--- src/rtl/vga_timing_gen_if.sv ---
//------------------------------------------------------------------------------
// Module   : vga_timing_gen_if
// Brief    : Raster timing bundle from the VGA timing generator to colour/pins.
// Revision : 1.0
//------------------------------------------------------------------------------
`default_nettype none

interface vga_timing_gen_if;
    logic        pix_en;
    logic [9:0]  hCount;
    logic [9:0]  vCount;
    logic        hSync;
    logic        vSync;
    logic        bright;
    logic        line_tick;
    logic        frame_tick;
    logic [15:0] frame_count;

    modport master (
        output pix_en, hCount, vCount, hSync, vSync, bright,
               line_tick, frame_tick, frame_count
    );

    modport slave (
        input  pix_en, hCount, vCount, hSync, vSync, bright,
               line_tick, frame_tick, frame_count
    );
endinterface

`default_nettype wire

--- src/rtl/vga_timing_gen.sv ---
//------------------------------------------------------------------------------
// Module   : vga_timing_gen
// Brief    : 640x480@60 raster timing: pixel strobe, h/v counters, sync, bright.
//            Define VGA_FRAME_COUNT_EN to build the 16-bit frame counter.
// Revision : 1.0
//------------------------------------------------------------------------------
`default_nettype none

module vga_timing_gen #(
    parameter int CLK_DIV     = 4,
    parameter int H_TOTAL     = 800,
    parameter int H_SYNC      = 96,
    parameter int H_VIS_START = 144,
    parameter int H_VIS_END   = 783,
    parameter int V_TOTAL     = 525,
    parameter int V_SYNC      = 2,
    parameter int V_VIS_START = 35,
    parameter int V_VIS_END   = 514
) (
    input  wire logic        clk,
    input  wire logic        rst,
    vga_timing_gen_if.master vga
);

    localparam int              c_DIV_W    = $clog2(CLK_DIV);
    localparam logic [c_DIV_W-1:0] c_DIV_LAST = c_DIV_W'(CLK_DIV - 1);
    localparam logic [c_DIV_W-1:0] c_DIV_ONE  = c_DIV_W'(1);
    localparam logic [9:0]      c_H_LAST   = 10'(H_TOTAL - 1);
    localparam logic [9:0]      c_V_LAST   = 10'(V_TOTAL - 1);
    localparam logic [9:0]      c_H_SYNC   = 10'(H_SYNC);
    localparam logic [9:0]      c_V_SYNC   = 10'(V_SYNC);
    localparam logic [9:0]      c_H_VS     = 10'(H_VIS_START);
    localparam logic [9:0]      c_H_VE     = 10'(H_VIS_END);
    localparam logic [9:0]      c_V_VS     = 10'(V_VIS_START);
    localparam logic [9:0]      c_V_VE     = 10'(V_VIS_END);

    logic [c_DIV_W-1:0] r_div;
    logic [9:0]         r_h_count;
    logic [9:0]         r_v_count;
    logic               r_hsync;
    logic               r_vsync;
    logic               r_bright;
    logic               r_line_tick;
    logic               r_frame_tick;

    logic               w_pix_en;
    logic               w_h_wrap;
    logic               w_v_wrap;
    logic               w_frame_wrap;
    logic [9:0]         w_h_next;
    logic [9:0]         w_v_next;

    assign w_pix_en     = (r_div == c_DIV_LAST);
    assign w_h_wrap     = (r_h_count == c_H_LAST);
    assign w_v_wrap     = (r_v_count == c_V_LAST);
    assign w_frame_wrap = w_pix_en & w_h_wrap & w_v_wrap;

    always_comb begin
        w_h_next = w_h_wrap ? 10'd0 : r_h_count + 10'd1;
        w_v_next = r_v_count;
        if (w_h_wrap) begin
            w_v_next = w_v_wrap ? 10'd0 : r_v_count + 10'd1;
        end
    end

    // Sync and bright are decoded from the next counts so that they always
    // line up with the hCount/vCount registers they are presented beside.
    always_ff @(posedge clk or posedge rst) begin
        if (rst) begin
            r_div        <= '0;
            r_h_count    <= '0;
            r_v_count    <= '0;
            r_hsync      <= 1'b0;
            r_vsync      <= 1'b0;
            r_bright     <= 1'b0;
            r_line_tick  <= 1'b0;
            r_frame_tick <= 1'b0;
        end else begin
            r_div        <= r_div + c_DIV_ONE;
            r_line_tick  <= w_pix_en & w_h_wrap;
            r_frame_tick <= w_frame_wrap;
            if (w_pix_en) begin
                r_h_count <= w_h_next;
                r_v_count <= w_v_next;
                r_hsync   <= (w_h_next >= c_H_SYNC);
                r_vsync   <= (w_v_next >= c_V_SYNC);
                r_bright  <= (w_h_next >= c_H_VS) && (w_h_next <= c_H_VE) &&
                             (w_v_next >= c_V_VS) && (w_v_next <= c_V_VE);
            end
        end
    end

`ifdef VGA_FRAME_COUNT_EN
    logic [15:0] r_frame_count;

    always_ff @(posedge clk or posedge rst) begin
        if (rst) begin
            r_frame_count <= '0;
        end else if (w_frame_wrap) begin
            r_frame_count <= r_frame_count + 16'd1;
        end
    end

    assign vga.frame_count = r_frame_count;
`else
    assign vga.frame_count = 16'd0;
`endif

    assign vga.pix_en     = w_pix_en;
    assign vga.hCount     = r_h_count;
    assign vga.vCount     = r_v_count;
    assign vga.hSync      = r_hsync;
    assign vga.vSync      = r_vsync;
    assign vga.bright     = r_bright;
    assign vga.line_tick  = r_line_tick;
    assign vga.frame_tick = r_frame_tick;

endmodule

`default_nettype wire

--- src/flat_wrapper.sv ---
// flat-port wrapper written by rule: the top's interface ports become plain ports
module vga_timing_gen_flat 
#(
    parameter int CLK_DIV     = 4,
    parameter int H_TOTAL     = 800,
    parameter int H_SYNC      = 96,
    parameter int H_VIS_START = 144,
    parameter int H_VIS_END   = 783,
    parameter int V_TOTAL     = 525,
    parameter int V_SYNC      = 2,
    parameter int V_VIS_START = 35,
    parameter int V_VIS_END   = 514
)
  (clk, rst, vga_pix_en, vga_hCount, vga_vCount, vga_hSync, vga_vSync, vga_bright, vga_line_tick, vga_frame_tick, vga_frame_count);
  vga_timing_gen_if vga_i ();
  input  wire logic clk;
  input  wire logic rst;
  output wire logic [$bits(vga_i.pix_en)-1:0] vga_pix_en;
  output wire logic [$bits(vga_i.hCount)-1:0] vga_hCount;
  output wire logic [$bits(vga_i.vCount)-1:0] vga_vCount;
  output wire logic [$bits(vga_i.hSync)-1:0] vga_hSync;
  output wire logic [$bits(vga_i.vSync)-1:0] vga_vSync;
  output wire logic [$bits(vga_i.bright)-1:0] vga_bright;
  output wire logic [$bits(vga_i.line_tick)-1:0] vga_line_tick;
  output wire logic [$bits(vga_i.frame_tick)-1:0] vga_frame_tick;
  output wire logic [$bits(vga_i.frame_count)-1:0] vga_frame_count;
  assign vga_pix_en = vga_i.pix_en;
  assign vga_hCount = vga_i.hCount;
  assign vga_vCount = vga_i.vCount;
  assign vga_hSync = vga_i.hSync;
  assign vga_vSync = vga_i.vSync;
  assign vga_bright = vga_i.bright;
  assign vga_line_tick = vga_i.line_tick;
  assign vga_frame_tick = vga_i.frame_tick;
  assign vga_frame_count = vga_i.frame_count;
  vga_timing_gen #(.CLK_DIV(CLK_DIV), .H_TOTAL(H_TOTAL), .H_SYNC(H_SYNC), .H_VIS_START(H_VIS_START), .H_VIS_END(H_VIS_END), .V_TOTAL(V_TOTAL), .V_SYNC(V_SYNC), .V_VIS_START(V_VIS_START), .V_VIS_END(V_VIS_END)) u_core (.clk(clk), .rst(rst), .vga(vga_i));
endmodule
--- config.mk ---
export PLATFORM = sky130hd
export DESIGN_NAME = vga_timing_gen_flat
export DESIGN_NICKNAME = d
export VERILOG_FILES = /design/src/rtl/vga_timing_gen_if.sv /design/src/rtl/vga_timing_gen.sv /design/src/flat_wrapper.sv
export SDC_FILE = /design/constraint.sdc
export NUM_CORES = 1
export LEC_CHECK = 0
export ABC_AREA = 1
export CORE_UTILIZATION = 50
export CTS_CLUSTER_SIZE = 14
export DETAILED_ROUTE_END_ITERATION = 6
export PLACE_DENSITY_LB_ADDON = 0.12
export SYNTH_ARGS = -nofsm -noshare
export SYNTH_HDL_FRONTEND = slang
export SYNTH_SLANG_ARGS = --single-unit
--- constraint.sdc ---
create_clock -name clk -period 2.25 [get_ports clk]
set_input_delay 0.675 -clock clk [delete_from_list [all_inputs] [get_ports clk]]
set_output_delay 0.675 -clock clk [all_outputs]
set_load 0.005 [all_outputs]
==> flow_metrics.py <==
metrics = {
    "grt": {
        "grt_usage": 0.2104,
        "grt_start_max_net_pins": 28,
        "grt_pass1_wl_um": 6672,
        "grt_pass1_vias": 1485,
        "antenna_found_initial": 0,
        "overflow": 0,
    },
    "clock_network": {
        "cts_setup_buffers": 0,
        "clock_path_buffers": 2,
        "clkTransAtPathRegs_ps": 100,
        "cts_root_buf": "clkbuf_8",
        "clock-sinks": 27,
        "cts_buffers": 3,
        "cts.repair.resized": 0,
        "cts_hold_buf": 0,
        "cts_tree": "built",
        "clk_latency_ps": 280,
        "cts_max_level": 1,
    },
    "critical_path": {
        "worstSetupPathType": "register to output pin",
        "worstSetupStartpointType": "register",
        "required_ps": 1570,
        "cp.arrival_ps": 1340,
        "path_max_fanout": 3,
        "timing.rr.end": "u_core.vga.bright",
        "r2r_cells": 12,
        "r2r_slack_ps": 280,
        "end_kind": "output pin",
        "crit-reg2reg-launch": "u_core.vga.hCount[1]",
    },
    "finish": {
        "fin_nets": 311,
        "drive_gt1_frac": 0.09241,
        "nFillCells": 362,
        "area_growth_pct": 16.48,
        "final_cells": 351,
        "n_antenna_cell": 0,
    },
    "route": {
        "drc": 0,
        "drt_iter0_drc": 99,
        "drtAntennaViolNets": 0,
        "num_vias": 1701,
        "totalWireLength_um": 3947,
        "wl_per_cell_um": 11.25,
        "via_per_inst": 4.846,
        "drt-pass1-iter-count": 4,
    },
    "floorplan": {
        "dieArea_mm2": 0.004077,
        "rows": 22,
        "chipWidth_um": 63.86,
        "io_pins": 44,
        "start_util": 0.5226,
        "core-area_mm2": 0.003661,
        "die_y_um": 63.86,
    },
    "sta": {
        "setup_tns_ps": 0,
        "max_slew.worst_pin.slew_ps": 550.2,
        "hold_viol": 0,
        "slew_headroom": 0.6328,
        "skew_ps": 8.131,
        "period_needed_ps": 2014,
        "finalSetupViolations": 0,
        "slew_violations": 0,
        "timing.final.crit_share": 0.8952,
        "rsz0062_at_grt": "false",
        "max_freq_ghz": 0.4965,
    },
    "synth": {
        "ys_ff_latch": 27,
        "avgSynthCellArea_um2": 6.957,
        "syn_inst": 275,
        "synth_area_mm2": 0.001913,
        "synth_edf_count": 0,
        "synth_top_cell_area_share": 0.3532,
        "synthArstFlopShare": 1.000,
        "yosys.cell_types.count": 29,
        "synth_area_leaders": "dfrtp_1 (35%), nand2_1 (16%), inv_1 (6.7%)",
        "ys.warnings.count": 0,
        "ys.flop_type": "dfrtp_1",
        "synth.most_common_cell": "nand2_1",
        "yosysTopAreaCell": "dfrtp_1",
        "synth_commonest_cells": "nand2_1 (83), inv_1 (34), nor2_1 (28), dfrtp_1 (27), nand3_1 (20)",
        "ys_seq_area_frac": 0.3532,
    },
    "place": {
        "placedCellCount": 347,
        "dp_hpwl_um": 2962,
        "place.gp.congestion": 0.8586,
        "io_buffers": 27,
    },
    "outcome": {
        "status": "complete, no violations",
    },
    "hold_path": {
        "hold_path_class": "register to register",
        "hold_depth": 1,
        "hp-start": "u_core.r_div[0]",
        "hold_path_end": "u_core.r_div[0]",
    },
    "pwr": {
        "power_leakage_nw": 1.127,
        "powerDensity_mw_per_mm2": 354.7,
        "ir_worst_vdd_v": 0.0002786,
    },
    "flow_run": {
        "drv_cap": 0,
    },
}
[power breakdown]
part | total, mW | leakage (nW) | switching [mW] | internal (mW)
Clock | 0.287 | 0.0217 | 0.161 | 0.126
Combinational | 0.0182 | 0.742 | 0.0154 | 0.00278
Sequential | 0.485 | 0.363 | 0 | 0.485
Total | 0.790 | 1.13 | 0.177 | 0.614
[routing by layer]
metal / wire, µm / part of all wire / vias up / track usage
met2: 1725 / 0.44 / 56 / 0.3098
met4: 46 / 0.012 / 0 / 0.08239
met3: 198 / 0.050 / 5 / 0.02679
li1: - / - / 879 / -
met1: 1975 / 0.50 / 761 / 0.3109
met5: 0 / 0 / - / 0
[kinds of logic (layout without fill, tap and decap cells)]
kind of cell / count (synthesis) / count (layout) / synth area share
compound gates: 27 / 27 / 0.07848
xor+xnor: 3 / 3 / 0.01374
fa+ha+maj: 5 / 5 / 0.03270
buf+inv: 60 / 73 / 0.1530
flops: 27 / 27 / 0.3532
other cells: 1 / 16 / 0.001960
simple gates: 152 / 152 / 0.3669
[critical path: stages, from the launching register on]
cell and delay, ps:
dfrtp_1 390, ha_1 220, clkdlybuf4s50_1 450
[state kept, by name, indices dropped and copies added (netlist names)]
name                   cells
u_core.vga.vCount         10
u_core.vga.vSync           1
u_core.r_div               2
u_core.vga.frame_tick      1
u_core.vga.hCount         10
u_core.vga.hSync           1
u_core.vga.line_tick       1
u_core.vga.bright          1
[through the flow]
step,area (µm²),util,hold slack (ps),setup WS [ps],total power [mW]
floorplan,1969,-,400.6,525.1,0.5276
global placement,2180,0.5954,413.9,344.3,0.5132
detailed placement,2180,0.5954,420.1,300.8,0.5133
CTS,2228,0.6087,435.4,223.9,0.8010
global route,2228,0.6087,464.3,78.45,0.8297
finish,2228,0.6087,426.9,235.8,0.7904
[cells in the final DEF, fill, tap and decap left out, drive strengths merged]
master          n
xor2            2
ha              5
clkbuf          3
o21a            2
o21bai          2
a21oi           1
inv            38
clkinvlp        1
nand3          25
dfrtp          27
nor3            1
xnor2           1
o211ai          1
nand4           4
nor2           34
conb           16
o21ai          19
clkdlybuf4s50  27
a31oi           2
nand2          88
buf             4
[cell type report]
type / instances / area [µm²] / share of cell area
multi-input cells: 203 / 1001 / 0.4492
clock buffers: 3 / 41.29 / 0.01853
clock inverters: 1 / 7.507 / 0.003369
flip-flops and latches: 27 / 675.6 / 0.3032
repair buffers: 31 / 300.3 / 0.1348
well taps: 48 / 60.06 / 0.02695
inverters: 38 / 142.6 / 0.06401
[worst max path at each step]
stage,startpoint,to,cells past startpoint
finish,u_core.r_div[0],vga_pix_en,2
global route,u_core.vga.hCount[1],u_core.vga.bright,12
floorplan,u_core.vga.hCount[1],u_core.vga.bright,13
global placement,u_core.vga.hCount[1],u_core.vga.bright,12
CTS,u_core.r_div[0],vga_pix_en,2
detailed placement,u_core.vga.hCount[1],u_core.vga.bright,12
(Power assumes the default switching activity.)
